[config.mk]
export PLATFORM = sky130hd
export DESIGN_NAME = cdb_arbiter
export DESIGN_NICKNAME = d
export VERILOG_FILES = /design/src/rtl/cdb_pkg.sv /design/src/rtl/rr_arbiter.sv /design/src/rtl/cdb_arbiter.sv
export SDC_FILE = /design/constraint.sdc
export NUM_CORES = 1
export LEC_CHECK = 0
export CORE_UTILIZATION = 54
export DETAILED_ROUTE_END_ITERATION = 16
export HOLD_SLACK_MARGIN = 0.02
export MAX_ROUTING_LAYER = met4
export PLACE_DENSITY = 0.84
export SLEW_MARGIN = 10
export SYNTH_ARGS = -nofsm -noshare
export SYNTH_HDL_FRONTEND = slang
export SYNTH_SLANG_ARGS = --single-unit
[constraint.sdc]
create_clock -name clock -period 6.8 [get_ports clock]
set_input_delay 0.68 -clock clock [delete_from_list [all_inputs] [get_ports clock]]
set_output_delay 0.68 -clock clock [all_outputs]
set_load 0.1 [all_outputs]
[src/rtl/cdb_pkg.sv]
// Shared constants for the Common Data Bus: widths, requester count and RS tag names.
// Latency: n/a (declarations only).
// Backpressure: n/a (declarations only).
package cdb_pkg;

  // Number of functional units sharing the bus: 0=add/sub RS, 1=mult RS, 2=load
  localparam int N_REQ  = 3;
  localparam int DATA_W = 16;
  localparam int TAG_W  = 3;

  // Tag 0 means "no producer" and must never be broadcast
  localparam logic [TAG_W-1:0] TAG_NONE = 3'b000;
  localparam logic [TAG_W-1:0] RS1      = 3'b001;
  localparam logic [TAG_W-1:0] RS2      = 3'b010;
  localparam logic [TAG_W-1:0] RS3      = 3'b011;

  // Width of an index into n requesters (at least one bit)
  function automatic int ptr_width(input int n);
    return (n > 1) ? $clog2(n) : 1;
  endfunction

endpackage

[src/rtl/rr_arbiter.sv]
// Round-robin selector: first set request at or after ptr, wrapping N-1 -> 0.
// Latency: purely combinational, zero cycles.
// Backpressure: none; callers mask req to suppress a grant.
module rr_arbiter #(
  parameter int N = 3,
  localparam int PW = (N > 1) ? $clog2(N) : 1
) (
  input  logic [N-1:0]  req,
  input  logic [PW-1:0] ptr,
  output logic [N-1:0]  grant,
  output logic [PW-1:0] grant_idx
);

  logic [PW:0]   sum;
  logic [PW-1:0] idx;
  logic          found;

  // Walk the requesters starting at ptr and take the first one that is set
  always_comb begin
    grant     = '0;
    grant_idx = '0;
    found     = 1'b0;
    sum       = '0;
    idx       = '0;
    for (int k = 0; k < N; k++) begin
      sum = {1'b0, ptr} + (PW+1)'(k);
      if (sum >= (PW+1)'(N)) begin
        sum = sum - (PW+1)'(N);
      end
      idx = sum[PW-1:0];
      if (!found && req[idx]) begin
        found      = 1'b1;
        grant[idx] = 1'b1;
        grant_idx  = idx;
      end
    end
  end

endmodule

[src/rtl/cdb_arbiter.sv]
// Buffers one result per functional unit and broadcasts them round-robin on the CDB.
// Latency: result accepted at edge E is on the CDB in the cycle after edge E+1 (uncontended).
// Backpressure: req_ready drops while a unit's slot is full and not granted; cdb_stall freezes slots and ptr.
module cdb_arbiter
  import cdb_pkg::*;
(
  input  logic                      clock,
  input  logic                      reset_n,
  input  logic [N_REQ-1:0]          req_valid,
  output logic [N_REQ-1:0]          req_ready,
  input  logic [N_REQ*TAG_W-1:0]    req_tag,
  input  logic [N_REQ*DATA_W-1:0]   req_data,
  input  logic                      cdb_stall,
  output logic                      teveEscritaCDB,
  output logic [TAG_W-1:0]          nameCDB,
  output logic [DATA_W-1:0]         dadoCDB,
  output logic [1:0]                grant_id,
  output logic                      err_tag0
);

  localparam int PW = ptr_width(N_REQ);

  logic [N_REQ-1:0]  slot_valid;
  logic [TAG_W-1:0]  slot_tag  [N_REQ];
  logic [DATA_W-1:0] slot_data [N_REQ];
  logic [PW-1:0]     ptr;

  logic [N_REQ-1:0]  arb_req;
  logic [N_REQ-1:0]  grant;
  logic [PW-1:0]     grant_idx;
  logic              any_grant;
  logic [N_REQ-1:0]  accept;
  logic [N_REQ-1:0]  tag_zero;
  logic              tag0_seen;

  // Arbitration only sees registered slots; a stall removes every candidate
  assign arb_req   = cdb_stall ? '0 : slot_valid;
  assign any_grant = |grant;

  rr_arbiter #(.N(N_REQ)) u_rr (
    .req       (arb_req),
    .ptr       (ptr),
    .grant     (grant),
    .grant_idx (grant_idx)
  );

  // A slot being granted this cycle can be refilled in the same cycle
  assign req_ready = reset_n ? (~slot_valid | grant) : '0;

  // Decode handshakes and flag offers carrying the "no producer" tag
  always_comb begin
    tag_zero = '0;
    for (int i = 0; i < N_REQ; i++) begin
      tag_zero[i] = (req_tag[i*TAG_W +: TAG_W] == TAG_NONE);
    end
    accept    = req_valid & req_ready;
    tag0_seen = |(accept & tag_zero);
  end

  // Holding slots: capture on accept (tag 0 dropped), release when broadcast
  always_ff @(posedge clock or negedge reset_n) begin
    if (!reset_n) begin
      slot_valid <= '0;
      for (int i = 0; i < N_REQ; i++) begin
        slot_tag[i]  <= '0;
        slot_data[i] <= '0;
      end
    end else begin
      for (int i = 0; i < N_REQ; i++) begin
        if (accept[i] && !tag_zero[i]) begin
          slot_valid[i] <= 1'b1;
          slot_tag[i]   <= req_tag[i*TAG_W +: TAG_W];
          slot_data[i]  <= req_data[i*DATA_W +: DATA_W];
        end else if (grant[i]) begin
          slot_valid[i] <= 1'b0;
        end
      end
    end
  end

  // Registered broadcast and round-robin pointer advance past the winner
  always_ff @(posedge clock or negedge reset_n) begin
    if (!reset_n) begin
      teveEscritaCDB <= 1'b0;
      nameCDB        <= '0;
      dadoCDB        <= '0;
      grant_id       <= '0;
      ptr            <= '0;
    end else begin
      teveEscritaCDB <= any_grant;
      if (any_grant) begin
        nameCDB  <= slot_tag[grant_idx];
        dadoCDB  <= slot_data[grant_idx];
        grant_id <= 2'(grant_idx);
        ptr      <= (grant_idx == PW'(N_REQ-1)) ? '0 : grant_idx + 1'b1;
      end
    end
  end

  // Sticky error: some unit handed over a result with tag 0
  always_ff @(posedge clock or negedge reset_n) begin
    if (!reset_n) begin
      err_tag0 <= 1'b0;
    end else if (tag0_seen) begin
      err_tag0 <= 1'b1;
    end
  end

endmodule

==> results of run 1 <==
report_power, final:
group / leakage [nW] / total (mW) / internal [mW] / switching, mW
Sequential: 1.01 / 0.918 / 0.767 / 0.151
Combinational: 1.08 / 1.71 / 0.680 / 1.03
Clock: 0.120 / 0.408 / 0.228 / 0.181
Total: 2.21 / 3.03 / 1.67 / 1.36
layout by cell type (no fill, tap or decap), types with 2 or more instances in the layout:
cell type and n:
clkinv_4 2, o221ai_1 2, nor2_1 22, a21oi_1 20, nand2_1 7, or3_1 3
nand4_1 3, mux2i_1 25, and2_1 3, mux2_4 7, and3_1 3, nand2b_1 4
dfrtp_1 85, a31oi_1 2, nand3_1 5, bufinv_16 2, mux2_2 69, ha_1 4
clkbuf_8 11, inv_1 6, buf_4 6, o21ai_0 2, a32oi_1 2, a22o_1 4
nor2b_1 4, nand3b_1 3, clkdlybuf4s50_1 87
cells by family (layout without fill, tap and decap cells):
logic type,count (synthesis),count (layout)
buffers and inverters,25,115
adder cells (fa/ha/maj),4,4
AO/OA/AOI/OAI,39,39
AND/OR/NAND/NOR,64,64
flip-flops,85,85
multiplexers,101,101
per-layer routing:
metal / part of all wire [%] / vias to the layer above
met5: 0 / -
met4: 1.9 / 0
met3: 4.6 / 13
met2: 52 / 94
met1: 42 / 1404
li1: - / 1314
cells in the mapped netlist, types with 3 or more instances:
cell	n
nand4_1	3
nor2_1	23
and3_1	3
dfrtp_1	85
or3_1	3
nand3b_1	3
nand2_1	7
mux2i_1	25
mux2_2	69
mux2_4	7
ha_1	4
a22o_1	4
buf_2	8
buf_6	3
nor2b_1	5
nand2b_1	4
nand3_1	5
buf_4	3
clkbuf_1	5
and2_1	3
a21oi_1	20
inv_1	6
flip-flops by register name, indices dropped and copies added, names as in the netlist:
signal and count:
teveEscritaCDB 1, ptr 2, slot_data 48, err_tag0 1, slot_valid 3, nameCDB 3
grant_id 2, dadoCDB 16, slot_tag 9
critical path, delay by kind of cell, from the launching register on:
kind,cells,cell delay [ns]
AOI/OAI and AO/OA,3,0.79
adders and majority gates,1,0.41
buffers and inverters,2,1.26
DFF,1,0.40
muxes,1,0.42
and+or+nand+nor,1,0.22
metrics by stage:
stage	utilization, %	power [mW]	cells	instance area (sq um)
global route	72.1	3.21	507	5200
global placement	68.9	2.58	491	4970
floorplan	-	2.25	318	4030
detailed placement	68.9	2.63	491	4970
finish	72.1	3.03	507	5200
CTS	72.1	3.05	507	5200
worst paths after layout:
path                       slack [ns]            to  cells past startpoint  startpoint
max                              2.28  req_ready[1]                      8      ptr[1]
max in group asynchronous        5.46  slot_data[4]                      2     reset_n
min                              0.24    nameCDB[1]                      1     reset_n
max reg2reg                      3.30    nameCDB[0]                     10      ptr[0]
min in group clock               0.50      err_tag0                      2    err_tag0
min reg2reg                      0.50      err_tag0                      2    err_tag0
final cells by class:
cell class | count | share of cell area, %
flip-flops and latches | 85 | 40.9
multi-input cells | 208 | 34.2
repair buffers | 93 | 17.6
clock buffers | 11 | 2.91
well taps | 99 | 2.38
clock inverters | 5 | 1.59
inverters | 6 | 0.433
==> results.cfg, run 1 <==
[status]
status = completed

[hold_path]
hp-class = in2async

[worst_setup_path]
path_max_fanout = 11
worstPathRequired_ns = 6.12
crit_chain = inv_1 > ha_1 > mux2_2 > o32ai_1 > a31oi_1 > o21ai_0 > and2_1 > clkdlybuf4s50_1
slowest_stage = clkdlybuf4s50_1
critPathMaxStageDelay_ns = 1.15
setup.worst_path.class = reg2out
end_kind = primary output
crit_arrival_ns = 3.84
critPathLaunchType = flip-flop

[die]
dieArea_sq_mm = 0.00781
num_rows = 31
die-width_um = 88.4
ioPinCount = 89
start_util_pct = 55.8
core_sq_mm = 0.00721
die_y_um = 88.4

[power_and_ir_drop]
vdd_drop_max_v = 0.000359
powerDensity_mw_per_mm2 = 583
power.leakage_nw = 2.21

[drt]
dr.pass1.iters = 4
vias = 2825
vias_per_cell = 5.57
wl_um = 8720
drtIter0Drc = 164
drcViolationCount = 0
wl_per_cell_um = 17.2
ant_nets = 0

[yosys]
syn_avg_cell_area_sq_um = 12.7
synthAdderAreaFrac_pct = 1.24
synth_top_cell_by_area = dfrtp_1
synthMuxAreaShare_pct = 28.1
synth_edf_count = 0
syn_inst = 318
yosys_most_used_dff = dfrtp_1
synth_nets = 385
synthDistinctLibCells = 37
yosys_warnings = 0
ys_async_sr_fraction_pct = 100
synth_top_area_share_pct = 52.8
synth_top_family_by_area = multiplexers
yosys.area_share.xor_xnor_pct = 0
netlist_area_sq_mm = 0.00403
yosysSeqAreaShare_pct = 52.8
synthTopCellsByArea = dfrtp_1 (53%), mux2_2 (19%), mux2i_1 (6.2%), mux2_4 (2.6%), a21oi_1 (2.5%)
synthSimpleGateAreaFrac_pct = 8.20
synth-compound-area-share_pct = 6.24
synth_seq_cells = 85

[timing]
max_slew_margin_pct = 29.9
min_period_ns = 4.52
tightest_slew_ns = 1.05
clock.fmax_mhz = 221
fin_crit_sh_pct = 66.5
whs_ns = 0.238
fin_setup_tns_ns = 0
timing.final.hold_violations = 0
fin_ws_ns = 2.28
slew_violations = 0
fin_skew_ns = 0.00907
rsz0062_at_grt = false
finalSetupViolCount = 0

[global_routing]
grt_busiest_layer = met2
met2_usage_pct = 40.6
grtUsageTotal_pct = 25.3
grt_pass1_vias = 2903
grt_use_met1_pct = 31.9
antenna_found_initial = 0
grt_pass1_wl_um = 14100
met3_usage_pct = 4.20
overflow = 0
grt_max_degree = 64

[job]
maxCapViolations = 0

[final_layout]
n_antenna_cell = 0
nNetsFinal = 470
multi_input_area_sq_mm = 0.00178
ff_latch_area_sq_mm = 0.00213
drive_gt1_share_pct = 25.0
area_growth_syn_to_layout_pct = 29.2
fillers = 535

[clock_network]
cts_tree = yes
postCtsSetupBuffers = 0
clk_pin_slew_ns = 0.08
insertion_delay_ns = 0.35
numClockSinks = 85
ctsHoldBuffers = 0
cts_buffers = 9
ctsResizeCount = 0
root_buffer = clkbuf_8
clockBufferDepth = 2
cts.htree.levels = 3

[place]
pre_cts_ws_ns = 2.64
place_congestion = 0.921
dpl.hpwl_um = 5840
io_buffer_count = 88
Power figures use the tool's default switching activity.
==> run 2, diff against run 1 <==
CORE_UTILIZATION = 46   (was 54)
PLACE_DENSITY = 0.76   (was 0.84)
clock period = 4 ns   (was 6.8 ns; I/O delays follow)
==> results.cfg, run 2 (synthesized netlist as in run 1, its figures left out) <==
[timing]
fin_crit_sh_pct = 87.6
min_period_ns = 3.50
fin_skew_ns = 0.0135
fin_ws_ns = 0.495
max_slew_margin_pct = 28.8
fin_setup_tns_ns = 0
slew_violations = 0
finalSetupViolCount = 0
timing.final.hold_violations = 0
rsz0062_at_grt = false
clock.fmax_mhz = 285
tightest_slew_ns = 1.06

[clock_network]
numClockSinks = 85
clk_pin_slew_ns = 0.08
cts.htree.levels = 3
root_buffer = clkbuf_8
insertion_delay_ns = 0.35
cts_tree = yes
ctsHoldBuffers = 1
cts_buffers = 9
clockBufferDepth = 2
postCtsSetupBuffers = 0
ctsResizeCount = 0

[job]
maxCapViolations = 0

[power_and_ir_drop]
powerDensity_mw_per_mm2 = 988
vdd_drop_max_v = 0.000716
power.leakage_nw = 2.22

[final_layout]
largestRegisters = slot_data: 48 flops, dadoCDB: 16 flops, slot_tag: 9 flops
area_growth_syn_to_layout_pct = 29.9
nNetsFinal = 474
n_antenna_cell = 0
drive_gt1_share_pct = 25.7
regMostFlops = slot_data
layout_commonest_cell = dfrtp_1
fillers = 681
largest_reg_flops = 48
layout_common_cells = dfrtp_1 (85), clkdlybuf4s50_1 (84), mux2_2 (69)

[die]
ioPinCount = 89
num_rows = 33
dieArea_sq_mm = 0.00914
die-width_um = 95.6
core_sq_mm = 0.00834
die_y_um = 95.6
start_util_pct = 48.3

[worst_setup_path]
r2r_cells = 9
setup.worst_path.class = reg2out
crit_chain = inv_1 > ha_1 > mux2_2 > o32ai_1 > a31oi_1 > o21ai_0 > and2_1 > buf_4
path_buf_inv = 2
end_kind = primary output
crit_arrival_ns = 3.10
ff2ff_setup_slack_ns = 0.77
r2r-start = ptr[0]
slowest_stage = mux2_2
critPathLaunchType = flip-flop
path_max_fanout = 11
timing.rr.end = nameCDB[0]
worstPathRequired_ns = 3.60
critPathMaxStageDelay_ns = 0.44
crit_family = compound AO/OA/AOI/OAI gates

[place]
io_buffer_count = 88
pre_cts_ws_ns = 0.809
dpl.hpwl_um = 6420
place_congestion = 0.862

[global_routing]
grt_pass1_vias = 2951
grtUsageTotal_pct = 22.9
grt_max_degree = 42
grt_busiest_layer = met2
grt_pass1_wl_um = 14900
grt_use_met1_pct = 29.6
met3_usage_pct = 3.51
overflow = 0
antenna_found_initial = 0
met2_usage_pct = 36.4

[status]
status = completed

[drt]
wl_um = 9060
drtIter0Drc = 145
vias = 2812
vias_per_cell = 5.44
wl_per_cell_um = 17.5
dr.pass1.iters = 4
ant_nets = 0
drcViolationCount = 0

[hold_path]
hp-class = in2async
## run 2: cell types whose count changed in the layout (fill, tap and decap cells not counted)
cell / before / now
buf_4: 6 / 12
clkbuf_1: 0 / 2
clkdlybuf4s50_1: 87 / 84
clkinv_2: 1 / 0
clkinv_4: 2 / 0
clkinvlp_4: 0 / 1
dlygate4sd3_1: 0 / 1
nor2_2: 1 / 0
nor2_4: 0 / 1
## run 2: per-layer routing
layer	wire length, um	up-vias	part of all wire, %
met1	3970	1404	44
li1	-	1319	-
met5	0	-	0
met4	149	0	1.6
met2	4580	77	51
met3	362	12	4.0
## run 2: metrics by stage
step,hold slack [ns],util (%),cell area (sq um),total power [mW],cells
floorplan,0.104,-,4030,3.83,318
finish,0.498,62.8,5230,5.17,517
CTS,0.493,62.8,5230,5.20,517
global placement,0.334,59.9,5000,4.43,500
detailed placement,0.335,59.9,5000,4.51,500
global route,0.521,62.8,5230,5.48,517
## run 2: layout make-up
class | instances | area [sq um] | share of cell area, %
multi-input combinational | 208 | 1790 | 34.1
inverter | 6 | 22.5 | 0.430
sequential | 85 | 2130 | 40.6
tap | 105 | 131 | 2.51
timing repair buffer | 97 | 941 | 18.0
clock buffer | 13 | 159 | 3.04
clock inverter | 3 | 67.6 | 1.29
## run 2: how the worst max path moves through the flow
| stage | to | slack [ns] | startpoint | depth (start not counted) |
|---|---|---|---|---|
| floorplan | req_ready[0] | 1.02 | ptr[1] | 7 |
| global placement | nameCDB[0] | 0.87 | ptr[0] | 9 |
| detailed placement | nameCDB[0] | 0.81 | ptr[0] | 9 |
| CTS | req_ready[1] | 0.51 | ptr[1] | 8 |
| global route | req_ready[1] | 0.34 | ptr[1] | 8 |
| finish | req_ready[1] | 0.50 | ptr[1] | 8 |
## run 2: report_power, final
group	total (mW)	internal (mW)	switching, mW
clock network	0.682	0.387	0.295
registers	1.57	1.30	0.261
logic	2.92	1.17	1.76
total	5.17	2.86	2.31
## run 2: worst reg2reg max path: stages (launching register included)
cell	delay (ns)
dfrtp_1	0.42
inv_1	0.09
ha_1	0.40
mux2_2	0.40
nor2b_1	0.13
a2111oi_0	0.67
nor2_4	0.33
mux2i_1	0.26
a21oi_1	0.09
mux2_2	0.31
==> run 3, diff against run 2 <==
CORE_UTILIZATION = 51   (was 46)
PLACE_DENSITY = 0.8   (was 0.76)
SKIP_LAST_GASP = 1   (was default)
clock period = 3.56 ns   (was 4 ns; I/O delays follow)
==> results.cfg, run 3 (synthesized netlist as in run 1, its figures left out) <==
[timing]
tightest_slew_ns = 1.02
max_slew_margin_pct = 31.9
clock.fmax_mhz = 305
rsz0062_at_grt = false
fin_crit_sh_pct = 92.1
finalSetupViolCount = 0
whs_ns = 0.452
min_period_ns = 3.28
fin_skew_ns = 0.0139
timing.final.hold_violations = 0
fin_setup_tns_ns = 0
slew_violations = 0
fin_ws_ns = 0.280

[clock_network]
numClockSinks = 85
cts.htree.levels = 3
cts_tree = yes
cts_buffers = 9
clockBufferDepth = 2
insertion_delay_ns = 0.34
postCtsSetupBuffers = 0
root_buffer = clkbuf_8
clk_pin_slew_ns = 0.09
ctsResizeCount = 0

[final_layout]
largest_reg_flops = 48
fillers = 587
fin_util_pct = 68.0
n_antenna_cell = 0
layout.cells.non_filler = 513
layout_common_cells = dfrtp_1 (85), clkdlybuf4s50_1 (84), mux2_2 (69)
nNetsFinal = 473
drive_gt1_share_pct = 25.8
area_growth_syn_to_layout_pct = 29.7
largestRegisters = slot_data: 48 flops, dadoCDB: 16 flops, slot_tag: 9 flops
layout_commonest_cell = dfrtp_1
regMostFlops = slot_data

[place]
dpl.hpwl_um = 6080
io_buffer_count = 88
pre_cts_ws_ns = 0.574
place_congestion = 0.865
dp_cells = 496

[worst_setup_path]
setup.worst_path.class = reg2out
r2r-start = ptr[1]
timing.rr.end = dadoCDB[7]
worstPathRequired_ns = 3.20
startpoint = ptr[1]
ff2ff_setup_slack_ns = 0.53
crit_arrival_ns = 2.92
r2r_cells = 8
crit_end = req_ready[0]
crit_chain = inv_1 > ha_1 > mux2_2 > or4_1 > a311o_1 > nand3_2 > and2_1 > buf_12
path_max_fanout = 11
end_kind = primary output
critPathMaxStageDelay_ns = 0.47
slowest_stage = or4_1
critPathLaunchType = flip-flop

[die]
ioPinCount = 89
num_rows = 32
start_util_pct = 52.4
die-width_um = 90.9
core_sq_mm = 0.00769
die_y_um = 90.9
dieArea_sq_mm = 0.00826

[global_routing]
grt_pass1_wl_um = 14500
grt_pass1_vias = 2917
overflow = 0
grtUsageTotal_pct = 23.2
grt_max_degree = 70
antenna_found_initial = 0

[drt]
ant_nets = 0
dr.pass1.iters = 4
vias = 2776
drtIter0Drc = 112
drcViolationCount = 0
wl_um = 8740
vias_per_cell = 5.41
wl_per_cell_um = 17.0

[status]
status = completed

[job]
maxCapViolations = 0

[power_and_ir_drop]
vdd_drop_max_v = 0.000588
power.leakage_nw = 2.21
powerDensity_mw_per_mm2 = 1100

[hold_path]
hp-class = in2async
[run 3: changes by cell type in the layout (fill, tap and decap cells not counted), sizes merged]
cell	delta
buf	-1
bufinv	-1
clkbuf	-1
clkinv	+1
inv	+1
[run 3: area by class of cell]
type	instances	area [sq um]	share of cell area, %
multi-input cells	208	1780	34.1
flip-flops and latches	85	2130	40.7
clock buffers	12	155	2.97
clock inverters	4	55.1	1.05
well taps	102	128	2.44
repair buffers	96	958	18.3
inverters	6	22.5	0.431
[run 3: routing by layer]
layer	part of all wire [%]	GRT usage (%)	vias up
met1	44	29.3	1384
met4	2.5	9.52	0
met2	51	37.1	61
li1	-	-	1317
met3	3.4	4.21	14
met5	0	-	-
[run 3: worst min-delay path by stage]
stage	start	end	slack [ns]	cells past startpoint
final	reset_n	slot_valid[2]	0.45	2
after global routing	reset_n	slot_valid[0]	0.47	2
after CTS	reset_n	slot_valid[0]	0.45	2
after detailed placement	reset_n	slot_valid[0]	0.26	1
after global placement	reset_n	slot_valid[0]	0.26	1
after floorplan	reset_n	dadoCDB[0]	0.06	0
[run 3: metrics by stage]
step / total power, mW / instance area (sq um)
detailed placement: 5.06 / 5010
finish: 5.75 / 5230
floorplan: 4.30 / 4030
CTS: 5.79 / 5230
global route: 6.07 / 5230
global placement: 4.98 / 5010
[run 3: worst max-delay path: cells and delay by family, from the launching register on]
family / cells / cell delay [ns]
compound gates: 1 / 0.31
mux: 1 / 0.42
fa+ha+maj: 1 / 0.38
flops: 1 / 0.41
simple gates: 3 / 0.77
buf+inv: 2 / 0.29
[run 3: repair_timing]
| action | 4_1_cts | 5_1_grt |
|---|---|---|
| endpoints found under the setup margin | 0 | 0 |
| hold buffers | 1 | 0 |
| endpoints found under the hold margin | 16 | 0 |
[run 3: where the power goes]
part / total (mW) / switching, mW / internal (mW)
clock network: 0.705 / 0.338 / 0.367
registers: 1.77 / 0.301 / 1.47
logic: 3.28 / 1.95 / 1.32
total: 5.75 / 2.59 / 3.16
